File: config.mk
export PLATFORM = sky130hd
export DESIGN_NAME = pulse_measure
export DESIGN_NICKNAME = d
export VERILOG_FILES = /design/src/rtl/pulse_measure.sv
export SDC_FILE = /design/constraint.sdc
export NUM_CORES = 1
export LEC_CHECK = 0
export CORE_UTILIZATION = 40
export CTS_BUF_LIST = sky130_fd_sc_hd__clkbuf_8
export DETAILED_ROUTE_END_ITERATION = 16
export DONT_BUFFER_PORTS = 1
export PLACE_DENSITY = 0.6
export SKIP_LAST_GASP = 1
export SLEW_MARGIN = 20
export SYNTH_ARGS = -nofsm -noshare
export SYNTH_HDL_FRONTEND = slang
export SYNTH_SLANG_ARGS = --single-unit
File: constraint.sdc
create_clock -name clk -period 4.6 [get_ports clk]
set_input_delay 1.38 -clock clk [delete_from_list [all_inputs] [get_ports clk]]
set_output_delay 1.38 -clock clk [all_outputs]
set_load 0.01 [all_outputs]
File: src/rtl/pulse_measure.sv
// Measures high width and rise-to-rise period of an asynchronous pulse train and tracks lock.
// Results appear 3 cycles after the din rise that closes a period; no backpressure, strobe is fire-and-forget.
module pulse_measure #(
  parameter int CNT_W      = 8,
  parameter int EXP_HIGH   = 5,
  parameter int EXP_PERIOD = 17,
  parameter int LOCK_N     = 3
) (
  input  logic             clk,
  input  logic             reset,
  input  logic             din,
  input  logic             clear,
  output logic [CNT_W-1:0] high_len,
  output logic [CNT_W-1:0] period_len,
  output logic             meas_valid,
  output logic             match,
  output logic             lock,
  output logic             err_ovf
);

  localparam int LCK_W = $clog2(LOCK_N + 1);
  localparam logic [CNT_W-1:0] CNT_MAX  = '1;
  localparam logic [CNT_W-1:0] EXP_H    = CNT_W'(EXP_HIGH);
  localparam logic [CNT_W-1:0] EXP_P    = CNT_W'(EXP_PERIOD);
  localparam logic [LCK_W-1:0] LOCK_MAX = LCK_W'(LOCK_N);

  typedef enum logic [1:0] {ST_IDLE, ST_HIGH, ST_LOW} state_t;

  logic             s1_q, s2_q, s3_q;
  logic [1:0]       vld_q;
  logic             armed_q;
  logic             rise, fall, hit;
  state_t           state_q, state_d;
  logic [CNT_W-1:0] cnt_q, cnt_d;
  logic [CNT_W-1:0] hi_cap_q, hi_cap_d;
  logic [LCK_W-1:0] lock_cnt_q, lock_cnt_d;
  logic [CNT_W-1:0] high_len_q, high_len_d;
  logic [CNT_W-1:0] period_len_q, period_len_d;
  logic             meas_valid_q, meas_valid_d;
  logic             match_q, match_d;
  logic             lock_q, lock_d;
  logic             err_q, err_d;

  // armed_q blocks a rise until din has been seen low after reset, so a level held through reset is not an edge
  always_ff @(posedge clk or posedge reset) begin
    if (reset) begin
      s1_q    <= 1'b0;
      s2_q    <= 1'b0;
      s3_q    <= 1'b0;
      vld_q   <= 2'b00;
      armed_q <= 1'b0;
    end else begin
      s1_q    <= din;
      s2_q    <= s1_q;
      s3_q    <= s2_q;
      vld_q   <= {vld_q[0], 1'b1};
      armed_q <= armed_q | (vld_q[1] & ~s2_q);
    end
  end

  assign rise = armed_q & s2_q & ~s3_q;
  assign fall = ~s2_q & s3_q;
  assign hit  = (hi_cap_q == EXP_H) && (cnt_q == EXP_P);

  always_comb begin
    state_d      = state_q;
    cnt_d        = cnt_q;
    hi_cap_d     = hi_cap_q;
    lock_cnt_d   = lock_cnt_q;
    high_len_d   = high_len_q;
    period_len_d = period_len_q;
    meas_valid_d = 1'b0;
    match_d      = match_q;
    lock_d       = lock_q;
    err_d        = err_q;
    if (clear) begin
      state_d      = ST_IDLE;
      cnt_d        = '0;
      hi_cap_d     = '0;
      lock_cnt_d   = '0;
      high_len_d   = '0;
      period_len_d = '0;
      match_d      = 1'b0;
      lock_d       = 1'b0;
      err_d        = 1'b0;
    end else begin
      case (state_q)
        ST_IDLE: begin
          if (rise) begin
            state_d = ST_HIGH;
            cnt_d   = CNT_W'(1);
          end
        end
        ST_HIGH, ST_LOW: begin
          // Saturation wins over a coincident edge so the counter can never wrap
          if (cnt_q == CNT_MAX) begin
            state_d    = ST_IDLE;
            err_d      = 1'b1;
            lock_cnt_d = '0;
            lock_d     = 1'b0;
          end else if (state_q == ST_HIGH && fall) begin
            state_d  = ST_LOW;
            hi_cap_d = cnt_q;
            cnt_d    = cnt_q + CNT_W'(1);
          end else if (state_q == ST_LOW && rise) begin
            state_d      = ST_HIGH;
            cnt_d        = CNT_W'(1);
            high_len_d   = hi_cap_q;
            period_len_d = cnt_q;
            match_d      = hit;
            meas_valid_d = 1'b1;
            if (!hit)
              lock_cnt_d = '0;
            else if (lock_cnt_q != LOCK_MAX)
              lock_cnt_d = lock_cnt_q + LCK_W'(1);
            lock_d = (lock_cnt_d == LOCK_MAX);
          end else begin
            cnt_d = cnt_q + CNT_W'(1);
          end
        end
        default: state_d = ST_IDLE;
      endcase
    end
  end

  always_ff @(posedge clk or posedge reset) begin
    if (reset) begin
      state_q      <= ST_IDLE;
      cnt_q        <= '0;
      hi_cap_q     <= '0;
      lock_cnt_q   <= '0;
      high_len_q   <= '0;
      period_len_q <= '0;
      meas_valid_q <= 1'b0;
      match_q      <= 1'b0;
      lock_q       <= 1'b0;
      err_q        <= 1'b0;
    end else begin
      state_q      <= state_d;
      cnt_q        <= cnt_d;
      hi_cap_q     <= hi_cap_d;
      lock_cnt_q   <= lock_cnt_d;
      high_len_q   <= high_len_d;
      period_len_q <= period_len_d;
      meas_valid_q <= meas_valid_d;
      match_q      <= match_d;
      lock_q       <= lock_d;
      err_q        <= err_d;
    end
  end

  assign high_len   = high_len_q;
  assign period_len = period_len_q;
  assign meas_valid = meas_valid_q;
  assign match      = match_q;
  assign lock       = lock_q;
  assign err_ovf    = err_q;

endmodule

# After elaboration in Yosys (flattened, before gate mapping)
# Cells that the tools add are included.
# totals
ff_bits	46
inputBits	4
out_inout_bits	20
word_cells	110
# op_classes
addsub	2
n_eq_ne	13
muxes	56
bitwise_logic	7
n_reduce_logical	17
# op_table
operator	n
two-way mux 8 bit	19
two-way mux 2 bit	17
two-way mux 1 bit	18
one-hot mux 8 bit (2 select lines)	1
!= test 3 bit (second input constant)	3
AND reduction 3 bit	3
adder 8 x 1 -> 8 bit (second input constant)	1
== test 8 x 3 -> 1 bit (second input constant)	1
== test 8 x 5 -> 1 bit (second input constant)	1
== test 8 bit (second input constant)	1
nonzero test 2 bit	4
!= test 2 bit (second input constant)	3
nonzero test 3 bit	2
!= test 5 bit (second input constant)	1
AND 1 bit	4
== test 2 bit (second input constant)	2
one-hot mux 2 bit (2 select lines)	1
AND reduction 2 bit	2
AND reduction 4 bit	1
logical AND 1 bit	3
adder 2 x 1 -> 2 bit (second input constant)	1
== test 2 x 1 -> 1 bit (second input constant)	1
logical NOT 2 bit	1
NOT 1 bit	2
other kinds (2)	2

# Depth between registers and ports, before layout
# depth
depth_word	14
mapped_depth	8
mapped_depth_nobuf	6

# Worst setup path after synthesis
# OpenSTA, ideal clock, no wires.
# synth_timing
path_type	in2reg
startpoint	input port clear
endpoint	register cnt_q[7]
setup_time_ps	82
t_arrival_ps	2222
t_required_ps	4518
slack_ps	2297
cell_stages	5
path_buffers	1
path_cell_list	nand2b_1 > buf_2 > a211oi_2 > a41oi_1 > a31oi_1
# synth_via
elab_chain_cells	2
word_cells_on_any_way	5
cone_classes	eq/ne: 2; mux: 1; reduce/logical: 2
# synth_rtl
item	line	source
start: declaration	12	input logic clear,
!= test 3 bit (no source line) / nonzero test 3 bit (equally long branches)	-	
AND reduction 3 bit (no source line)	-	
end signal: assignment	140	cnt_q <= cnt_d;
end: declaration	34	logic [CNT_W-1:0] cnt_q, cnt_d;
# Parallel ways exist; a longest one is shown, timed or not.
# A chain may end at the register's enable or synchronous reset.

# Worst setup path in the final report
# layout_timing
startpoint	input port clear
endpoint	register period_len_q[6], in the netlist period_len[6]
# layout_via
elab_chain_cells	2
word_cells_on_any_way	6
cone_classes	eq/ne: 2; mux: 1; reduce/logical: 3
# layout_rtl
item	line	source
!= test 2 bit (no source line) / nonzero test 2 bit (equally long branches)	-	
AND reduction 4 bit (no source line)	-	
end signal: assignment	144	period_len_q <= period_len_d;
end: declaration	38	logic [CNT_W-1:0] period_len_q, period_len_d;
# Parallel ways exist; a longest one is shown, timed or not.

==> impl_metrics.yaml <==
outcome:
  status: "complete, no violations"
global_routing:
  antenna_found_initial: 0
  grt.total_usage: 0.164
  first_global_vias: 1426
  grt_overflow_total: 0
  grt_max_degree: 47
  grt_pass1_wl_mm: 6.91
timing:
  relSlewSlack: 0.572
  setup_tns_ps: 0
  tightest_slew_ps: 640
  rsz0062_at_grt: "no"
  worst_slack_ps: 2370
  finClkSkew_ps: 10.1
  fin_crit_sh: 0.484
  min_period_ps: 2230
  hold_viol_final: 0
  setup_violations: 0
  fmax_mhz: 449
  slew_violations: 0
clock_tree:
  clock_latency_ps: 300
  ctsResizeCount: 0
  htree_levels: 2
  clockRootBuffer: "clkbuf_8"
  post_cts_buffers: 0
  holdBufCountCts: 0
  clock-sinks: 46
  ctsLongestPathBuffers: 2
  cts_tree: "yes"
  cts_inserted_buffers: 5
  clkTransAtPathRegs_ps: 80
floorplan:
  die_h_um: 75.3
  num_rows: 26
  initial_core_util: 0.418
  core_area_um2: 5140
  fp.dieW_um: 75.3
  die_area_um2: 5670
  num_io_pins: 24
critical_path:
  crit_family: "simple AND/OR/NAND/NOR gates"
  startpoint_type: "input pin"
  path_class: "in2reg"
  ff2ff_path_depth: 5
  worstReg2RegEnd: "period_len[6]"
  rrSetupSlack_ps: 2470
  timing.rr.start: "state_q[0]"
  cp.arrival_ps: 2470
  slowest_stage: "nor3_4"
  cp_max_fo: 17
  crit_chain: "nand2b_1 -> nor3_4 -> a22o_2"
  slowest_delay_ps: 570
  cp-end-kind: "flop"
  required_ps: 4840
  critPathBufInv: 0
detailed_routing:
  drc: 0
  drt-pass1-iter-count: 4
  wirelength_mm: 4.08
  drt_iter0_markers: 110
  post_drt_wl_per_cell_um: 16.9
  vias: 1391
  drtAntennaViolNets: 0
  via_per_inst: 5.77
synth:
  synthesis.nets: 184
  yosys-top-cells-area: "dfrtp_1 (54%), a22o_2 (7.5%), a22o_1 (3.7%)"
  synth_top_area_share: 0.536
  syn_area_per_cell_um2: 12.4
  async_reset_ff_frac: 1.00
  synth_edf_count: 0
  yosys.area.top_type: "dfrtp_1"
  ys_types: 47
  syn_area_um2: 2150
  synth-main-ff-cell: "dfrtp_1"
  yosys_warnings: 0
  yosysSeqAreaShare: 0.536
  ys_seq_elements: 46
  synthCells: 174
final_layout:
  drive_gt1_frac: 0.211
  area_growth_pct: 5.12
  post-route-cell-area_um2: 2260
  nNetsFinal: 180
  mostFrequentLayoutCell: "dfrtp_1"
  final_core_util: 0.440
  diodes: 0
  layout_common_cells: "dfrtp_1 (46), a22o_2 (16), a31oi_1 (9), a22o_1 (9)"
placement:
  gp_congestion: 0.873
  portBuffers: 0
  placed_area_um2: 2150
  dp_slack_ps: 2070
  place_hpwl_mm: 2.81
power:
  total_power_w: 0.000755
  peakVddDrop_v: 0.000166
  cellLeakagePower_nw: 0.998
  powerDensity_nw_per_um2: 334
worst_hold_path:
  hp-class: "reg2reg"
  holdPathStages: 0
  hold_path.startpoint: "s1_q"
  hold-path-endpoint: "s2_q"
flow_run:
  drv_cap: 0
==> state kept, by name, indices dropped and copies added (netlist names) <==
register / cells
armed_q: 1
cnt_q: 8
err_ovf: 1
hi_cap_q: 8
high_len: 8
lock: 1
lock_cnt_q: 2
match: 1
meas_valid: 1
period_len: 8
s1_q: 1
s2_q: 1
s3_q: 1
state_q: 2
vld_q: 2
==> worst max-delay path by stage <==
stage	startpoint	end	cells past startpoint	slack (ps)
2_1_floorplan	reset	armed_q	1	2130
3_3_place_gp	clear	high_len[6]	3	2100
3_5_place_dp	clear	period_len[0]	3	2070
4_1_cts	clear	period_len[0]	3	2380
5_1_grt	clear	cnt_q[6]	4	2260
6_report	clear	period_len[6]	3	2370
==> routing by layer <==
layer | wire (µm) | part of all wire | GRT usage | up-vias
met5 | 0 | 0 | 0 | -
met4 | 61 | 0.015 | 0.0576 | 0
met3 | 192 | 0.047 | 0.0476 | 7
met2 | 1920 | 0.47 | 0.257 | 39
met1 | 1900 | 0.47 | 0.219 | 689
li1 | - | - | - | 656
==> synthesized netlist by cell type (3+ instances only) <==
cell type,n
dfrtp_1,46
a22o_2,16
a22o_1,9
a31oi_1,9
inv_1,7
nor2_1,7
ha_1,6
nand2_1,6
buf_6,5
a21oi_1,4
buf_2,4
a21o_1,3
nand3_1,3
nor3_1,3
o21ai_0,3
==> metrics by stage <==
step / hold WS, ps / std cells
after floorplan: 331 / 174
after global placement: 335 / 233
after detailed placement: 337 / 233
after CTS: 356 / 241
after global routing: 362 / 241
final: 352 / 241
==> cell families (layout without fill, tap and decap cells) <==
kind of cell,count (synthesis),count (layout),share of synthesized area
buf+inv,19,16,0.0565
compound gates,57,57,0.224
other cells,1,1,0.00174
fa+ha+maj,6,6,0.0349
simple gates,40,40,0.118
mux,5,5,0.0297
flops,46,46,0.536
==> report_power, final <==
group	internal (W)	switching [W]
Clock	0.000160	0.000130
Combinational	0.0000168	0.0000312
Sequential	0.000409	0.00000705
==> area by class of cell <==
class                      instances  area [µm²]
inverter                           7        26.3
clock buffer                       5        68.8
multi-input combinational        109         877
clock inverter                     3        41.3
fill                             497        2880
tap                               70        87.6
sequential                        46        1150
timing repair buffer               1        7.51
No activity file was read; power rests on OpenSTA's default activity.
